`config.mk`:
```
export PLATFORM = sky130hd
export DESIGN_NAME = nonce_scheduler
export DESIGN_NICKNAME = d
export VERILOG_FILES = /design/src/rtl/miner_pkg.sv /design/src/rtl/nonce_counter.sv /design/src/rtl/nonce_scheduler.sv
export SDC_FILE = /design/constraint.sdc
export NUM_CORES = 2
export LEC_CHECK = 0
export ABC_AREA = 1
export CAP_MARGIN = 15
export CORE_ASPECT_RATIO = 0.7
export CORE_UTILIZATION = 30
export CTS_CLUSTER_DIAMETER = 120
export DETAILED_ROUTE_END_ITERATION = 6
export PLACE_DENSITY = 0.54
export SETUP_SLACK_MARGIN = 0.5
export SYNTH_ARGS = -nofsm -noshare
export SYNTH_HDL_FRONTEND = slang
export SYNTH_SLANG_ARGS = --single-unit
```
`constraint.sdc`:
```
create_clock -name clk -period 3.1 [get_ports clk]
set_clock_uncertainty 0.15 [all_clocks]
set_input_delay 0.31 -clock clk [delete_from_list [all_inputs] [get_ports clk]]
set_output_delay 0.31 -clock clk [all_outputs]
set_load 0.005 [all_outputs]
```
`src/rtl/miner_pkg.sv`:
```
// Shared mining typedefs: scheduler state encoding and default datapath widths.
package miner_pkg;
  localparam int NONCE_W_DEF = 32;
  localparam int HASH_W_DEF  = 256;

  typedef enum logic [2:0] {
    S_IDLE, S_LOAD, S_ISSUE, S_WAIT, S_CHECK, S_FINISH, S_QUIT
  } sched_state_t;
endpackage

```
`src/rtl/nonce_counter.sv`:
```
// Nonce register with load, wrapping increment, and last-nonce compare.
module nonce_counter #(
  parameter int W = 32
) (
  input  logic         clk,
  input  logic         n_rst,
  input  logic         load,
  input  logic         inc,
  input  logic [W-1:0] load_val,
  input  logic [W-1:0] end_val,
  output logic [W-1:0] nonce,
  output logic         is_last
);
  logic [W-1:0] nonce_d, nonce_q;

  always_comb begin
    nonce_d = nonce_q;
    if (load)     nonce_d = load_val;
    else if (inc) nonce_d = nonce_q + W'(1);
  end

  always_ff @(posedge clk or negedge n_rst)
    if (!n_rst) nonce_q <= '0;
    else        nonce_q <= nonce_d;

  assign nonce   = nonce_q;
  assign is_last = (nonce_q == end_val);
endmodule

```
`src/rtl/nonce_scheduler.sv`:
```
// Mining sequencer: walks an inclusive nonce range through the hashing module,
// stops on the first digest below target. MINER_WATCHDOG_EN adds a WAIT timeout.
module nonce_scheduler
  import miner_pkg::*;
#(
  parameter int NONCE_W = NONCE_W_DEF,
  parameter int HASH_W  = HASH_W_DEF
`ifdef MINER_WATCHDOG_EN
  , parameter int TIMEOUT = 1024
`endif
) (
  input  logic               clk,
  input  logic               n_rst,
  input  logic               start,
  input  logic               abort,
  input  logic [NONCE_W-1:0] nonce_start,
  input  logic [NONCE_W-1:0] nonce_end,
  input  logic [HASH_W-1:0]  target,
  input  logic               hash_done,
  input  logic [HASH_W-1:0]  hash_out,
  output logic               begin_hash,
  output logic               quit_hash,
  output logic [NONCE_W-1:0] nonce,
  output logic               busy,
  output logic               done,
  output logic               found,
  output logic [NONCE_W-1:0] golden_nonce,
`ifdef MINER_WATCHDOG_EN
  output logic               timeout_err,
`endif
  output logic [NONCE_W-1:0] hash_count
);
  sched_state_t       state_d, state_q;
  logic [NONCE_W-1:0] start_d, start_q, end_d, end_q;
  logic [HASH_W-1:0]  target_d, target_q, hash_reg_d, hash_reg_q;
  logic [NONCE_W-1:0] golden_d, golden_q, count_d, count_q;
  logic               found_d, found_q;
  logic               begin_d, begin_q, quit_d, quit_q, done_d, done_q, busy_d, busy_q;
  logic               ctr_load, ctr_inc, is_last;
`ifdef MINER_WATCHDOG_EN
  localparam int WD_W = $clog2(TIMEOUT) + 1;
  logic [WD_W-1:0] wd_d, wd_q;
  logic            tmo_d, tmo_q;
`endif

  nonce_counter #(.W(NONCE_W)) u_ctr (
    .clk      (clk),
    .n_rst    (n_rst),
    .load     (ctr_load),
    .inc      (ctr_inc),
    .load_val (start_q),
    .end_val  (end_q),
    .nonce    (nonce),
    .is_last  (is_last)
  );

  always_comb begin
    state_d    = state_q;
    start_d    = start_q;
    end_d      = end_q;
    target_d   = target_q;
    hash_reg_d = hash_reg_q;
    golden_d   = golden_q;
    count_d    = count_q;
    found_d    = found_q;
    ctr_load   = 1'b0;
    ctr_inc    = 1'b0;
`ifdef MINER_WATCHDOG_EN
    wd_d  = wd_q;
    tmo_d = tmo_q;
`endif
    case (state_q)
      S_IDLE: if (start) begin
        state_d  = S_LOAD;
        start_d  = nonce_start;
        end_d    = nonce_end;
        target_d = target;
        found_d  = 1'b0;
        golden_d = '0;
        count_d  = '0;
`ifdef MINER_WATCHDOG_EN
        tmo_d    = 1'b0;
`endif
      end
      S_LOAD: begin
        ctr_load = 1'b1;
        state_d  = S_ISSUE;
      end
      S_ISSUE: begin
        state_d = S_WAIT;
`ifdef MINER_WATCHDOG_EN
        wd_d    = '0;
`endif
      end
      S_WAIT: begin
        if (hash_done) begin
          hash_reg_d = hash_out;
          count_d    = count_q + NONCE_W'(1);
          state_d    = S_CHECK;
        end
`ifdef MINER_WATCHDOG_EN
        else if (wd_q == WD_W'(TIMEOUT - 1)) begin
          state_d = S_QUIT;
          tmo_d   = 1'b1;
        end else begin
          wd_d = wd_q + WD_W'(1);
        end
`endif
      end
      S_CHECK: begin
        if (hash_reg_q < target_q) begin
          found_d  = 1'b1;
          golden_d = nonce;
          state_d  = S_FINISH;
        end else if (is_last) begin
          state_d = S_FINISH;
        end else begin
          ctr_inc = 1'b1;
          state_d = S_ISSUE;
        end
      end
      S_FINISH: state_d = S_IDLE;
      S_QUIT:   state_d = S_IDLE;
      default:  state_d = S_IDLE;
    endcase

    // Abort overrides everything in the active states, including a same-cycle
    // hash_done: the in-flight result is dropped, not counted.
    if (abort && (state_q inside {S_LOAD, S_ISSUE, S_WAIT, S_CHECK})) begin
      state_d    = S_QUIT;
      ctr_load   = 1'b0;
      ctr_inc    = 1'b0;
      hash_reg_d = hash_reg_q;
      count_d    = count_q;
      found_d    = found_q;
      golden_d   = golden_q;
`ifdef MINER_WATCHDOG_EN
      tmo_d      = tmo_q;
`endif
    end

    // Outputs are registered decodes of the next state.
    begin_d = (state_d == S_ISSUE);
    quit_d  = (state_d == S_QUIT);
    done_d  = (state_d == S_FINISH);
    busy_d  = (state_d != S_IDLE);
  end

  always_ff @(posedge clk or negedge n_rst) begin
    if (!n_rst) begin
      state_q    <= S_IDLE;
      start_q    <= '0;
      end_q      <= '0;
      target_q   <= '0;
      hash_reg_q <= '0;
      golden_q   <= '0;
      count_q    <= '0;
      found_q    <= 1'b0;
      begin_q    <= 1'b0;
      quit_q     <= 1'b0;
      done_q     <= 1'b0;
      busy_q     <= 1'b0;
`ifdef MINER_WATCHDOG_EN
      wd_q       <= '0;
      tmo_q      <= 1'b0;
`endif
    end else begin
      state_q    <= state_d;
      start_q    <= start_d;
      end_q      <= end_d;
      target_q   <= target_d;
      hash_reg_q <= hash_reg_d;
      golden_q   <= golden_d;
      count_q    <= count_d;
      found_q    <= found_d;
      begin_q    <= begin_d;
      quit_q     <= quit_d;
      done_q     <= done_d;
      busy_q     <= busy_d;
`ifdef MINER_WATCHDOG_EN
      wd_q       <= wd_d;
      tmo_q      <= tmo_d;
`endif
    end
  end

  assign begin_hash   = begin_q;
  assign quit_hash    = quit_q;
  assign done         = done_q;
  assign busy         = busy_q;
  assign found        = found_q;
  assign golden_nonce = golden_q;
  assign hash_count   = count_q;
`ifdef MINER_WATCHDOG_EN
  assign timeout_err  = tmo_q;
`endif
endmodule

```
==> metrics.md <==
| Metric | Value |
|---|---|
| Die H | 282 um |
| Portion of the post-synthesis area used by sequential elements | 50.7% |
| Clock slew seen by the registers of the worst setup and hold paths | 60 ps |
| Horizontal die dimension | 402 um |
| Final WL | 116000 um |
| Post-place setup slack | -505 ps |
| Cell area after placement | 42700 um2 |
| Static power due to leakage | 22.9 nW |
| Cell count after synthesis | 4056 |
| Crit path cell chain | ha_1 > nand2_2 > nor2_2 > inv_1 > nor2_2 > nand2_2 > nor4b_4 > nand2_2 > nand2_4 > buf_12 > nand2_4 > nand2_2 > nand2_2 > nand2_4 > buf_12 > nand4_1 > buf_4 > nand2_8 > clkbuf_16 > nand2_1 > nand2_1 |
| Post-detailed-route wirelength per cell | 18.1 um |
| Post-synthesis to final-layout area growth | 41.2% |
| Vias post-DR | 29300 |
| Cell type with the largest total area after synthesis | sky130_fd_sc_hd__dfrtp_1 |
| Most frequent cells after synthesis | sky130_fd_sc_hd__nand2_1 (1654), sky130_fd_sc_hd__dfrtp_1 (680), sky130_fd_sc_hd__inv_1 (379), sky130_fd_sc_hd__o21ai_0 (358), sky130_fd_sc_hd__ha_1 (257) |
| Number of clock sinks | 680 |
| Peak supply drop | 0.401 mV |
| Tightest slew margin relative to the limit | 51.6% |
| Detail-routed via count per cell | 4.59 |
| Post-Layout Inst Area | 47400 um2 |
| Final Hold Violating Endpoints | 0 |
| Minimum clock period after layout | 3070 ps |
| Share of flip-flops with an asynchronous set or reset after synthesis | 100% |
| Number of max-cap violations | 0 |
| Number of design-rule violations left by the first detailed-router iteration | 1624 |
| HPWL reported at the end of detailed placement | 85200 um |
| Post-route clock period utilization | 98.9% |
| Result of the run | complete, no violations |
| Number of synthesized flops with an enable pin | 0 |
| Antenna violations before repair | 35 |
| Setup ws final | 33.4 ps |
| Upper clock frequency limit | 326 MHz |
| Final setup viols | 0 |
| First-pass GRT wire length | 177000 um |
| Overall Global Routing Usage | 20.3% |
| Cell repeated most along the worst path | sky130_fd_sc_hd__nand2_2 |
| Clock buffer depth | 3 |
| Critical path buffer and inverter count | 5 |
| Total grt overflow | 0 |
| Maximum number of pins on one net before global-route repair | 89 |
| Register bit count reported by yosys | 680 |
| I/O pin count | 682 |
| TritonCTS clock tree | built |
| Final Core Density | 42.8% |
| Unrepaired setup endpoints after global routing | true |
| Largest fanout on the critical path | 6 |
| Final max-slew violation count | 0 |
| Tightest Hold Check Type | in -> reg |
| Number of rows in the core area | 102 |
| Clock Latency Late Sink | 660 ps |
| Via count of the first global-routing pass | 29500 |
| Required time reported for the critical path endpoint | 3550 ps |
| Kind of end point of the critical path | flop |
| Startpoint types | flop |
| Starting density of the core | 30.3% |
| Total clock buffers created by CTS | 78 |
| Maximum level of the CTS H-tree | 3 |
| Clk Tree Root Cell | sky130_fd_sc_hd__clkbuf_16 |
| Cell Pwr Density | 929 nW/um2 |
| Fraction of final layout cells sized beyond drive strength 1 | 9.49% |
| Number of optimization iterations in the first detailed-route pass | 7 |
| Antenna Nets Post-Route | 0 |
| Arrival @ worst endpoint | 3520 ps |
| Dominant cells by area after synthesis | sky130_fd_sc_hd__dfrtp_1 (51%), sky130_fd_sc_hd__nand2_1 (19%), sky130_fd_sc_hd__ha_1 (9.6%), sky130_fd_sc_hd__o21ai_0 (5.3%), sky130_fd_sc_hd__inv_1 (4.2%) |
| Die area | 113000 um2 |
| Slew at the pin closest to its max-slew limit | 725 ps |
| Post-synthesis cell area | 33500 um2 |
| Top_reg_cell synth | sky130_fd_sc_hd__dfrtp_1 |
| Global placer's final weighted congestion | 0.865 |
| Nets | 5688 |
| Overall power after layout | 0.0440 W |
| Crit path max-delay cell type | sky130_fd_sc_hd__dfrtp_1 |
| Syn. warnings | 0 |
| Count of buffers inserted at the top-level ports | 681 |
| Post-Synthesis Net Count | 4894 |
| Largest delay share family, worst path | simple AND/OR/NAND/NOR gates |
| Most common cell in the netlist | sky130_fd_sc_hd__nand2_1 |
| Core footprint | 111000 um2 |
| Post-synth cell types | 46 |
| Setup Crit Path Kind | reg -> reg |
| Mean instance size in the synthesized netlist | 8.27 um2 |
| Critical Path Max Stage Delay | 380 ps |
| Area fraction of the dominant cell type after synthesis | 50.7% |
| Number of design rule violations left after detail routing | 0 |
worst register-to-register path, cell delays in order, from the launching register on:
cell	delay, ps
sky130_fd_sc_hd__dfrtp_1	380
sky130_fd_sc_hd__ha_1	310
sky130_fd_sc_hd__nand2_2	70
sky130_fd_sc_hd__nor2_2	90
sky130_fd_sc_hd__inv_1	60
sky130_fd_sc_hd__nor2_2	120
sky130_fd_sc_hd__nand2_2	90
sky130_fd_sc_hd__nor4b_4	320
sky130_fd_sc_hd__nand2_2	100
sky130_fd_sc_hd__nand2_4	110
sky130_fd_sc_hd__buf_12	110
sky130_fd_sc_hd__nand2_4	40
sky130_fd_sc_hd__nand2_2	50
sky130_fd_sc_hd__nand2_2	60
sky130_fd_sc_hd__nand2_4	120
sky130_fd_sc_hd__buf_12	130
sky130_fd_sc_hd__nand4_1	100
sky130_fd_sc_hd__buf_4	190
sky130_fd_sc_hd__nand2_8	130
sky130_fd_sc_hd__clkbuf_16	180
sky130_fd_sc_hd__nand2_1	60
sky130_fd_sc_hd__nand2_1	50
through the flow:
stage | cells | setup TNS, ps | hold WS [ps]
after floorplan | 4056 | 0 | -136
after global placement | 6120 | -30530 | 211
after detailed placement | 6120 | -32070 | 217
after CTS | 6350 | 0 | 0.0354
after global routing | 6376 | -7710 | 7.26
final | 6381 | 0 | 48.7
repair_timing:
action / 4_1_cts / 5_1_grt
cloned: 10 / 3
gates resized for setup: 105 / 154
setup buffers: 37 / 13
pin swaps: 10 / 32
hold buffers: 43 / 0
endpoints found under the hold margin: 187 / 0
endpoints found under the setup margin: 279 / 263
cell families after synthesis:
kind of cell | count (synthesis) | synth area share, %
flops | 680 | 50.7
fa+ha+maj | 257 | 9.59
buf+inv | 557 | 6.41
compound gates | 556 | 8.63
simple gates | 1954 | 23.3
xor+xnor | 52 | 1.36
state kept, by name, summed over array words and instances (netlist names):
| register | cells |
|---|---|
| state_q | 3 |
| busy | 1 |
| u_ctr.nonce | 32 |
| end_q | 32 |
| quit_hash | 1 |
| done | 1 |
| start_q | 32 |
| found | 1 |
| target_q | 256 |
| hash_reg_q | 256 |
| hash_count | 32 |
| begin_hash | 1 |
| golden_nonce | 32 |
path summary, 6_finish.rpt:
check | startpoint | end | slack, ps | depth (start not counted)
setup / recovery | hash_reg_q[55]$_DFFE_PN0P_ | u_ctr.nonce[27]$_DFFE_PN0P_ | 30 | 21
hold / removal | hash_out[159] | hash_reg_q[159]$_DFFE_PN0P_ | 50 | 3
setup reg to reg | hash_reg_q[55]$_DFFE_PN0P_ | u_ctr.nonce[27]$_DFFE_PN0P_ | 30 | 21
hold reg to reg | start_q[11]$_DFFE_PN0P_ | start_q[11]$_DFFE_PN0P_ | 320 | 2
max in group asynchronous | n_rst | hash_reg_q[205]$_DFFE_PN0P_ | 1770 | 4
min in group asynchronous | n_rst | target_q[43]$_DFFE_PN0P_ | 130 | 2
final cells by class:
cell class / count / area, um2
multi-input cells: 2819 / 15100
well taps: 1456 / 1820
inverters: 383 / 1450
diodes: 15 / 37.5
clock buffers: 117 / 2310
flip-flops and latches: 680 / 17000
repair buffers: 888 / 9340
clock inverters: 23 / 330
fillers: 11000 / 63400
layer usage:
layer	routed length (um)	up-vias	track usage, %
met4	1870	38	4.70
met1	54300	13900	28.3
li1	-	14500	-
met3	7110	148	5.14
met5	244	-	0
met2	52100	668	31.3
cells in the final DEF (no fill, tap or decap), types with 13 or more instances in the layout:
master / Yosys / layout
sky130_fd_sc_hd__xnor2_1: 26 / 26
sky130_fd_sc_hd__diode_2: 0 / 15
sky130_fd_sc_hd__dlygate4sd3_1: 0 / 43
sky130_fd_sc_hd__dfrtp_1: 680 / 677
sky130_fd_sc_hd__o21ai_0: 358 / 321
sky130_fd_sc_hd__a21oi_1: 150 / 135
sky130_fd_sc_hd__a21oi_2: 0 / 13
sky130_fd_sc_hd__clkdlybuf4s50_1: 0 / 680
sky130_fd_sc_hd__nand2_4: 1 / 20
sky130_fd_sc_hd__buf_6: 0 / 30
sky130_fd_sc_hd__nor3_1: 36 / 33
sky130_fd_sc_hd__clkbuf_1: 110 / 19
sky130_fd_sc_hd__xor2_1: 26 / 26
sky130_fd_sc_hd__buf_4: 0 / 82
sky130_fd_sc_hd__buf_12: 0 / 38
sky130_fd_sc_hd__ha_1: 257 / 248
sky130_fd_sc_hd__inv_2: 4 / 15
sky130_fd_sc_hd__nand2_2: 3 / 56
sky130_fd_sc_hd__inv_1: 379 / 366
sky130_fd_sc_hd__nor4_1: 17 / 15
sky130_fd_sc_hd__o21ai_2: 1 / 14
sky130_fd_sc_hd__nand3_1: 76 / 72
sky130_fd_sc_hd__clkbuf_8: 0 / 19
sky130_fd_sc_hd__nand4_1: 50 / 50
sky130_fd_sc_hd__o21ai_1: 9 / 33
sky130_fd_sc_hd__clkbuf_16: 0 / 81
sky130_fd_sc_hd__nand2_1: 1654 / 1581
sky130_fd_sc_hd__nor2_1: 90 / 80
power by group:
| group | switching [W] | internal, W |
|---|---|---|
| logic | 0.0111 | 0.00851 |
| clock network | 0.00397 | 0.00561 |
| registers | 0.00202 | 0.0128 |
| total | 0.0171 | 0.0269 |
(Power assumes the default switching activity.)
